**config.mk**
```make
export PLATFORM = sky130hd
export DESIGN_NAME = ring_output_arbiter
export DESIGN_NICKNAME = d
export VERILOG_FILES = /design/src/rtl/ring_noc_pkg.sv /design/src/rtl/rr_arb2.sv /design/src/rtl/ring_output_arbiter.sv
export SDC_FILE = /design/constraint.sdc
export NUM_CORES = 1
export LEC_CHECK = 0
export CORE_MARGIN = 10
export CORE_UTILIZATION = 40
export DETAILED_ROUTE_END_ITERATION = 10
export GPL_TIMING_DRIVEN = 0
export PLACE_DENSITY = 0.79
export RECOVER_POWER = 100
export SYNTH_ARGS = -nofsm -noshare
export SYNTH_HDL_FRONTEND = slang
export SYNTH_HIERARCHICAL = 1
export SYNTH_SLANG_ARGS = --single-unit
```
**constraint.sdc**
```tcl
create_clock -name clk -period 2.85 [get_ports clk]
set_clock_uncertainty 0.2 [all_clocks]
set_input_delay 0.57 -clock clk [delete_from_list [all_inputs] [get_ports clk]]
set_output_delay 0.57 -clock clk [all_outputs]
set_load 0.01 [all_outputs]
```
**src/rtl/ring_noc_pkg.sv**
```systemverilog
// Shared constants and helpers for the CMP ring router datapath.
package ring_noc_pkg;

    localparam int unsigned DATA_W  = 64;
    localparam int unsigned VC_BIT  = 63;
    localparam int unsigned HOP_LSB = 18;
    localparam int unsigned HOP_MSB = 25;
    localparam int unsigned CNT_W   = 16;

    localparam int unsigned REQ_RING = 0;
    localparam int unsigned REQ_PE   = 1;

    localparam logic VC_EVEN = 1'b0;
    localparam logic VC_ODD  = 1'b1;

    typedef logic [DATA_W-1:0] pkt_t;

    // One hop consumed per ring traversal: the hop field is halved in place.
    function automatic pkt_t hop_rewrite(input pkt_t pkt);
        pkt_t res;
        res = pkt;
        res[HOP_MSB:HOP_LSB] = pkt[HOP_MSB:HOP_LSB] >> 1;
        return res;
    endfunction

endpackage

```
**src/rtl/rr_arb2.sv**
```systemverilog
// Two-way round-robin arbiter; the pointer moves to the loser on every grant.
module rr_arb2 (
    input  logic       clk,
    input  logic       i_rst_n,
    input  logic [1:0] i_req,
    input  logic       i_update,
    output logic [1:0] o_gnt_c
);

    logic r_ptr;

    always_comb begin
        o_gnt_c = i_req;
        if (i_req == 2'b11) begin
            o_gnt_c = r_ptr ? 2'b10 : 2'b01;
        end
    end

    // Granting requester 0 hands priority to requester 1 and vice versa.
    always_ff @(posedge clk) begin
        if (!i_rst_n) begin
            r_ptr <= 1'b0;
        end else if (i_update) begin
            r_ptr <= o_gnt_c[0];
        end
    end

endmodule

```
**src/rtl/ring_output_arbiter.sv**
```systemverilog
// Per-direction output scheduler: ring/PE arbitration into even/odd VC buffers,
// drained by polarity. Grant counters are built only with RING_ARB_STATS_EN.
module ring_output_arbiter
    import ring_noc_pkg::*;
(
    input  logic              clk,
    input  logic              reset,
    input  logic              ring_req,
    input  logic [DATA_W-1:0] ring_data,
    output logic              ring_gnt,
    input  logic              pe_req,
    input  logic [DATA_W-1:0] pe_data,
    output logic              pe_gnt,
    output logic              so,
    output logic [DATA_W-1:0] do_data,
    input  logic              ro,
    output logic              polarity,
    output logic [CNT_W-1:0]  ring_gnt_cnt,
    output logic [CNT_W-1:0]  pe_gnt_cnt
);

    logic       r_pol;
    logic [1:0] r_full;
    pkt_t       r_buf [2];
    logic       r_so;
    pkt_t       r_do_data;

    logic       w_fill_vc;
    logic       w_ring_ok;
    logic       w_pe_ok;
    logic [1:0] w_req_even;
    logic [1:0] w_req_odd;
    logic [1:0] w_gnt_even;
    logic [1:0] w_gnt_odd;
    logic [1:0] w_gnt;
    logic [1:0] w_full_nxt;
    pkt_t       w_buf_nxt [2];
    pkt_t       w_wr_data;

    // Only the VC not on the link is writable, and only when it is empty.
    assign w_fill_vc = ~r_pol;
    assign w_ring_ok = reset & ring_req & (ring_data[VC_BIT] == w_fill_vc) & ~r_full[w_fill_vc];
    assign w_pe_ok   = reset & pe_req & (pe_data[VC_BIT] == w_fill_vc) & ~r_full[w_fill_vc];

    assign w_req_even = (w_fill_vc == VC_EVEN) ? {w_pe_ok, w_ring_ok} : 2'b00;
    assign w_req_odd  = (w_fill_vc == VC_ODD)  ? {w_pe_ok, w_ring_ok} : 2'b00;

    rr_arb2 u_arb_even (
        .clk      (clk),
        .i_rst_n  (reset),
        .i_req    (w_req_even),
        .i_update (|w_gnt_even),
        .o_gnt_c  (w_gnt_even)
    );

    rr_arb2 u_arb_odd (
        .clk      (clk),
        .i_rst_n  (reset),
        .i_req    (w_req_odd),
        .i_update (|w_gnt_odd),
        .o_gnt_c  (w_gnt_odd)
    );

    assign w_gnt     = w_gnt_even | w_gnt_odd;
    assign ring_gnt  = w_gnt[REQ_RING];
    assign pe_gnt    = w_gnt[REQ_PE];
    assign w_wr_data = w_gnt[REQ_RING] ? hop_rewrite(ring_data) : pe_data;

    // Drain and fill always target different buffers, so they never collide.
    always_comb begin
        w_full_nxt = r_full;
        w_buf_nxt  = r_buf;
        if (r_so && ro) begin
            w_full_nxt[r_pol] = 1'b0;
        end
        if (|w_gnt) begin
            w_full_nxt[w_fill_vc] = 1'b1;
            w_buf_nxt[w_fill_vc]  = w_wr_data;
        end
    end

    // Link outputs are registered from the buffer that owns the next phase.
    always_ff @(posedge clk) begin
        if (!reset) begin
            r_pol     <= 1'b0;
            r_full    <= 2'b00;
            r_buf[0]  <= '0;
            r_buf[1]  <= '0;
            r_so      <= 1'b0;
            r_do_data <= '0;
        end else begin
            r_pol     <= w_fill_vc;
            r_full    <= w_full_nxt;
            r_buf     <= w_buf_nxt;
            r_so      <= w_full_nxt[w_fill_vc];
            r_do_data <= w_full_nxt[w_fill_vc] ? w_buf_nxt[w_fill_vc] : '0;
        end
    end

    assign so       = r_so;
    assign do_data  = r_do_data;
    assign polarity = r_pol;

`ifdef RING_ARB_STATS_EN
    logic [CNT_W-1:0] r_ring_cnt;
    logic [CNT_W-1:0] r_pe_cnt;

    // Saturating grant counters.
    always_ff @(posedge clk) begin
        if (!reset) begin
            r_ring_cnt <= '0;
            r_pe_cnt   <= '0;
        end else begin
            if (ring_gnt && (r_ring_cnt != '1)) begin
                r_ring_cnt <= r_ring_cnt + CNT_W'(1);
            end
            if (pe_gnt && (r_pe_cnt != '1)) begin
                r_pe_cnt <= r_pe_cnt + CNT_W'(1);
            end
        end
    end

    assign ring_gnt_cnt = r_ring_cnt;
    assign pe_gnt_cnt   = r_pe_cnt;
`else
    assign ring_gnt_cnt = '0;
    assign pe_gnt_cnt   = '0;
`endif

endmodule

```
# ---- Word-level counts from Yosys, hierarchy flattened
# Cells that the tools add are included.
dict set report totals {
  in_bits 133
  word_cells 63
  out_inout_bits 100
  ff_bits 198
}
dict set report classes {
  bitwise_logic 13
  mux 24
  magnitude_cmp 6
  reduce_logical 8
  eq_ne 4
}
# cell count
set op_table {}
lappend op_table {{$mux W64} 5}
lappend op_table {{$bwmux W128} 1}
lappend op_table {{$mux W128} 1}
lappend op_table {{$demux W64 S1} 1}
lappend op_table {{$mux W2} 8}
lappend op_table {{$and A1 B1 Y1} 6}
lappend op_table {{$mux W1} 6}
lappend op_table {{$reduce_or A2 Y1} 3}
lappend op_table {{$eq A2 B2 Y1 const B} 2}
lappend op_table {{$logic_and A1 B1 Y1} 4}
lappend op_table {{$lt A1 B2 Y1 const B} 2}
lappend op_table {{$or A2 B2 Y2} 2}
lappend op_table {{$and A2 B2 Y2} 1}
lappend op_table {{$demux W1 S1} 2}
lappend op_table {{$eq A1 B1 Y1} 2}
lappend op_table {{$ge A1 B1 Y1 const B} 2}
lappend op_table {{$ge A2 B2 Y1 const B} 1}
lappend op_table {{$lt A2 B1 Y1 const B} 1}
lappend op_table {{$not A1 Y1} 2}
lappend op_table {{$not A1 Y2} 1}
lappend op_table {{$not A2 Y2} 1}
lappend op_table {{$reduce_and A2 Y1} 1}

# ---- Depth between registers and ports, before layout
dict set report logic_depth {
  word_depth 15
  ltp_mapped 12
  ltp_nobuf 8
}

# ---- Modules after synthesis
# The synthesis kept the hierarchy.
# module area_each_um2 n_inst cells_per_inst seq_area_each_um2
set by_module_without_submodules {}
lappend by_module_without_submodules {ring_output_arbiter 9033.7 1 1086 3923.8}
lappend by_module_without_submodules {rr_arb2 60.1 2 6 20.0}

# ---- Worst setup path before layout
# OpenSTA, ideal clock, no wires.
dict set report synth_path {
  kind {register to output}
  startpoint {register r_pol (netlist: polarity)}
  endpoint {output pe_gnt}
  path_buffers 4
  t_arrival_ns 2.405
  path_stages_with_launch 10
  required_ns 2.080
  slack_ns -0.325
  path_cell_list {dfxtp_1 > clkbuf_1 > clkbuf_1 > nand2b_1 > nor3_1 > a21boi_0 > clkbuf_1 > clkbuf_1 > nor2_1 > inv_1}
}
dict set report synth_between {
  elab_chain_cells 8
  elab_cells_between_ends 17
  classes_between {eq/ne: 4; mux: 6; bitwise: 7}
}
# element line_no
set synth_lines {}
lappend synth_lines {{start, declared} ring_output_arbiter.sv:22} ;# logic r_pol;
lappend synth_lines {{start signal, assigned} ring_output_arbiter.sv:92} ;# r_pol <= w_fill_vc;
lappend synth_lines {{$not A1 Y1 / $mux W1 (equally long branches)} {ring_output_arbiter.sv:41, ring_output_arbiter.sv:43}}
lappend synth_lines {{$eq A1 B1 Y1 / $mux W1 (equally long branches)} ring_output_arbiter.sv:43} ;# assign w_pe_ok = reset & pe_req & (pe_data[VC_BIT] == w_fill_vc) & ~r_full[w_fill_vc];
lappend synth_lines {{$and A1 B1 Y1 / $not A1 Y1 (equally long branches)} ring_output_arbiter.sv:43}
lappend synth_lines {{$and A1 B1 Y1} ring_output_arbiter.sv:43}
lappend synth_lines {{$mux W2 (*)} ring_output_arbiter.sv:45} ;# assign w_req_even = (w_fill_vc == VC_EVEN) ? {w_pe_ok, w_ring_ok} : 2'b00;
lappend synth_lines {{net w_req_even[1]} ring_output_arbiter.sv:31} ;# logic [1:0] w_req_even;
lappend synth_lines {{$eq A2 B2 Y1} rr_arb2.sv:14} ;# if (i_req == 2'b11) begin
lappend synth_lines {{$mux W2 (*)} rr_arb2.sv:14}
lappend synth_lines {{net w_gnt_even[1]} ring_output_arbiter.sv:33} ;# logic [1:0] w_gnt_even;
lappend synth_lines {{$or A2 B2 Y2 (*)} ring_output_arbiter.sv:64} ;# assign w_gnt = w_gnt_even | w_gnt_odd;
lappend synth_lines {{end, declared} ring_output_arbiter.sv:13} ;# output logic pe_gnt,
# The timed path passes the listed nets; every way through them passes the cells marked *. The select of a mux whose other input is x is not followed.

# ---- Worst setup path in the final report
dict set report layout_path {
  startpoint {register r_pol (netlist: polarity)}
  endpoint {register r_do_data[2] (netlist: do_data[2])}
}
dict set report layout_between {
  elab_chain_cells 14
  elab_cells_between_ends 48
  classes_between {order compare: 6; eq/ne: 4; mux: 22; bitwise: 11; reduce/logical: 5}
}
# element line_no
set layout_lines {}
lappend layout_lines {{$not A1 Y1 / $mux W1 (equally long branches)} {ring_output_arbiter.sv:41, ring_output_arbiter.sv:43}}
lappend layout_lines {{$eq A1 B1 Y1 / $mux W1 (equally long branches)} ring_output_arbiter.sv:43}
lappend layout_lines {{$and A1 B1 Y1 / $not A1 Y1 (equally long branches)} ring_output_arbiter.sv:43}
lappend layout_lines {{$and A1 B1 Y1} ring_output_arbiter.sv:43}
lappend layout_lines {{$mux W2 (*)} ring_output_arbiter.sv:45}
lappend layout_lines {{net w_req_even[1]} ring_output_arbiter.sv:31}
lappend layout_lines {{$eq A2 B2 Y1 (*)} rr_arb2.sv:14}
lappend layout_lines {{$mux W2 (*)} rr_arb2.sv:14}
lappend layout_lines {{net w_gnt_even[0]} ring_output_arbiter.sv:33}
lappend layout_lines {{$or A2 B2 Y2 (*)} ring_output_arbiter.sv:64}
lappend layout_lines {{$mux W64} ring_output_arbiter.sv:67} ;# assign w_wr_data = w_gnt[REQ_RING] ? hop_rewrite(ring_data) : pe_data;
lappend layout_lines {{$bwmux W128} ring_output_arbiter.sv:78} ;# w_buf_nxt[w_fill_vc] = w_wr_data;
lappend layout_lines {{$mux W128} ring_output_arbiter.sv:76} ;# if (|w_gnt) begin
lappend layout_lines {{$mux W64 (implied by the code) (3 in a row)} ring_output_arbiter.sv:96} ;# r_do_data <= w_full_nxt[w_fill_vc] ? w_buf_nxt[w_fill_vc] : '0;
lappend layout_lines {{end signal, assigned} ring_output_arbiter.sv:96}
lappend layout_lines {{end, declared} ring_output_arbiter.sv:26} ;# pkt_t r_do_data;
# Marks and branches as above.
# A chain may end at the register's enable or synchronous reset.

==> results.ini <==
[critical_path]
worst-endpoint-required_ns=2.95
crit_top_cell=buf_2
slowest_delay_ns=0.44
rr_worst_depth=10
path_depth=10
cp.buffers_inverters=4
startpoint_type=flop
crit_path_end_kind=flop
cp_max_fo=10
crit_family=buffers and inverters
crit_chain=clkbuf_16 > nand2b_4 > nor3_4 > a21boi_4 > buf_6 > nor2_4 > buf_2 > buf_2 > a21oi_1 > nor4_1
r2r-start=polarity
startpoint=polarity
slowest_stage=nor4_1
path_class=reg -> reg
crit_arrival_ns=2.95

[yosys]
synth_top_family_by_area=compound AO/OA/AOI/OAI gates
async_reset_ff_frac=0
synth_cells=1098
synth-main-ff-cell=dfxtp_1
yosys.area_share.simple=0.151
synth_compound_area_frac=0.324
ys_seq_area_frac=0.433
ys_ff_latch=198
muxShareOfSynthArea=0.00465
synth_fa_ha_area_frac=0
synth-xor-area-share=0
synth_cell_types=38
netlist_area_sq_um=9150
syn_avg_cell_area_sq_um=8.34
yosysWarningCount=6
synth_edf_count=0

[cells_and_area]
post-route-util=0.595
n_fill_cell=1918
final_net_count=1506
drive_gt1_frac=0.219
areaGrowthSynthToFinish_pct=46.8

[global_routing]
first_global_vias=9482
gr-usage-all-layers=0.217
antenna_found_initial=5
grt_pass1_wl_mm=50.8
grt-ovfl-total=0
grt_max_degree=19

[place]
port_buffers=199
dp_hpwl_mm=23.6
gp_congestion=0.873

[timing]
fin_crit_sh=1.00
max_slew_margin=0.512
setup_viol=1
setup_ws_ns=-0.00808
hold_viol=0
tightest_slew_ns=0.733
finalMaxSlewViolations=0
hold_ws_ns=0.298
fmax_mhz=350
min_period_ns=2.86

[detailed_routing]
routedWlPerCell_um=20.3
postRouteAntennaNets=0
drc=0
dr.pass1.iters=5
finalWirelength_mm=34.0
num_vias=9821
vias_per_cell=5.86
drt-initial-drc-count=819

[min_path]
worstHoldStart=reset
hp-class=in -> reg
min_delay_path_depth=2

[die]
fp.dieW_um=171
initial_utilization=0.406
dieArea_sq_um=29300
fp.dieH_um=171
rows=55
core_area_sq_um=22600
io_pins=233

[run_status]
status=finished, violations left
failed_checks=setup timing

[clock_tree]
cts_max_level=4
clk_latency_ns=0.45
clockBufferDepth=2
clk_pin_slew_worst_paths_ns=0.07
cts_made_buffers=17
cts_tree=built
cts_sinks=198
cts_root_buffer=clkbuf_16

[power_and_ir_drop]
power_density_nw_per_um2=548
ir_drop_mv=0.369
finalPower_mw=7.37
total_leakage_power_nw=5.19

[flow_run]
maxCapViolations=0

==> metal layers <==
metal  global-route usage  up-vias  wire length, um
li1                     -     4571                -
met1                0.267     4674            13900
met2                0.354      507            16300
met3               0.0637       67             3090
met4               0.0737        2              650
met5                    0        -               13
==> cells by family (layout without fill, tap and decap cells) <==
family / Yosys count / after routing
AO/OA/AOI/OAI: 454 / 454
buffers and inverters: 165 / 422
flip-flops: 198 / 198
multiplexers: 4 / 4
other: 1 / 36
AND/OR/NAND/NOR: 276 / 276
==> final cells by class <==
type | instances | area, sq um | area share
clock inverter | 15 | 194 | 0.0144
buffer | 155 | 1000 | 0.0746
antenna | 4 | 10.0 | 0.000745
sequential | 198 | 3970 | 0.295
multi-input combinational | 766 | 5240 | 0.390
tap | 285 | 357 | 0.0265
timing repair buffer | 228 | 2210 | 0.165
inverter | 7 | 26.3 | 0.00196
clock buffer | 17 | 425 | 0.0317
==> registers in the layout (all words and copies together) (netlist names) <==
| register | flops |
|---|---|
| r_buf | 128 |
| do_data | 64 |
| r_full | 2 |
| polarity | 1 |
| so | 1 |
| u_arb_even/r_ptr | 1 |
| u_arb_odd/r_ptr | 1 |
==> cell usage in the layout (no fill, tap or decap), drive strengths merged, types with 2 or more instances in the layout <==
cell | Yosys | routed
nand3 | 2 | 2
a21boi | 4 | 4
or2 | 2 | 2
and3b | 2 | 2
nor4 | 62 | 62
o21a | 61 | 61
mux2 | 2 | 2
nor2 | 70 | 70
clkdlybuf4s50 | 0 | 126
clkinv | 1 | 3
dlymetal6s2s | 0 | 3
inv | 6 | 12
bufinv | 0 | 3
a211oi | 126 | 126
a21oi | 188 | 188
diode | 0 | 4
buf | 80 | 119
conb | 1 | 32
a31o | 2 | 2
o21bai | 61 | 61
o21ai | 5 | 5
nand2 | 8 | 8
dfxtp | 198 | 198
mux2i | 2 | 2
dlygate4sd3 | 0 | 66
clkinvlp | 0 | 4
clkbuf | 78 | 85
nor3 | 126 | 126
==> synth_stat cells (2+ instances only) <==
library cell	n	area [sq um]
a211oi_1	126	946
a21boi_0	2	15.0
a21boi_2	2	22.5
a21oi_1	188	941
a31o_1	2	17.5
and3b_1	2	17.5
buf_1	4	15.0
buf_2	44	220
buf_4	32	240
clkbuf_1	78	293
dfxtp_1	198	3960
inv_1	6	22.5
mux2_2	2	22.5
mux2i_1	2	20.0
nand2_1	8	30.0
nand3_1	2	10.0
nor2_1	70	263
nor3_1	126	631
nor4_1	61	382
o21a_1	61	458
o21ai_0	4	20.0
o21bai_1	61	458
or2_2	2	12.5
==> worst register-to-register path: cells and delay by family, from the launching register on <==
family | cells | cell delay [ns]
AOI/OAI and AO/OA | 2 | 0.20
buffers and inverters | 4 | 1.01
DFF | 1 | 0.40
and+or+nand+nor | 4 | 0.92
==> report_power, final <==
group / internal (mW) / switching [mW] / leakage (nW)
Combinational: 0.789 / 0.929 / 3.29
Clock: 1.41 / 1.17 / 0.292
Sequential: 2.96 / 0.113 / 1.61
==> stage by stage <==
| stage | TNS [ns] | cells | area [sq um] | worst slack (ns) |
|---|---|---|---|---|
| 3_5_place_dp | -180.26 | 1613 | 11600 | -1.44 |
| 2_1_floorplan | 0 | 1129 | 9280 | 0.0354 |
| 6_report | -0.00808 | 1675 | 13400 | -0.00808 |
| 3_3_place_gp | -172.60 | 1613 | 11600 | -1.42 |
| 5_1_grt | -0.104 | 1672 | 13400 | -0.0285 |
| 4_1_cts | -0.110 | 1661 | 12800 | -0.0611 |
==> timing repair <==
action,4_1_cts,5_1_grt
hold buffers,0,0
resized for setup,130,160
pin swaps,5,10
setup buffers,17,12
endpoints found under the setup margin,199,190
==> worst paths after layout <==
path | end | slack, ns
max reg2reg | do_data[2] | -0.008
min reg2reg | r_buf[89] | 0.30
max | do_data[2] | -0.008
min | r_buf[63] | 0.30
Note: power is estimated with default switching activity, not from simulation.
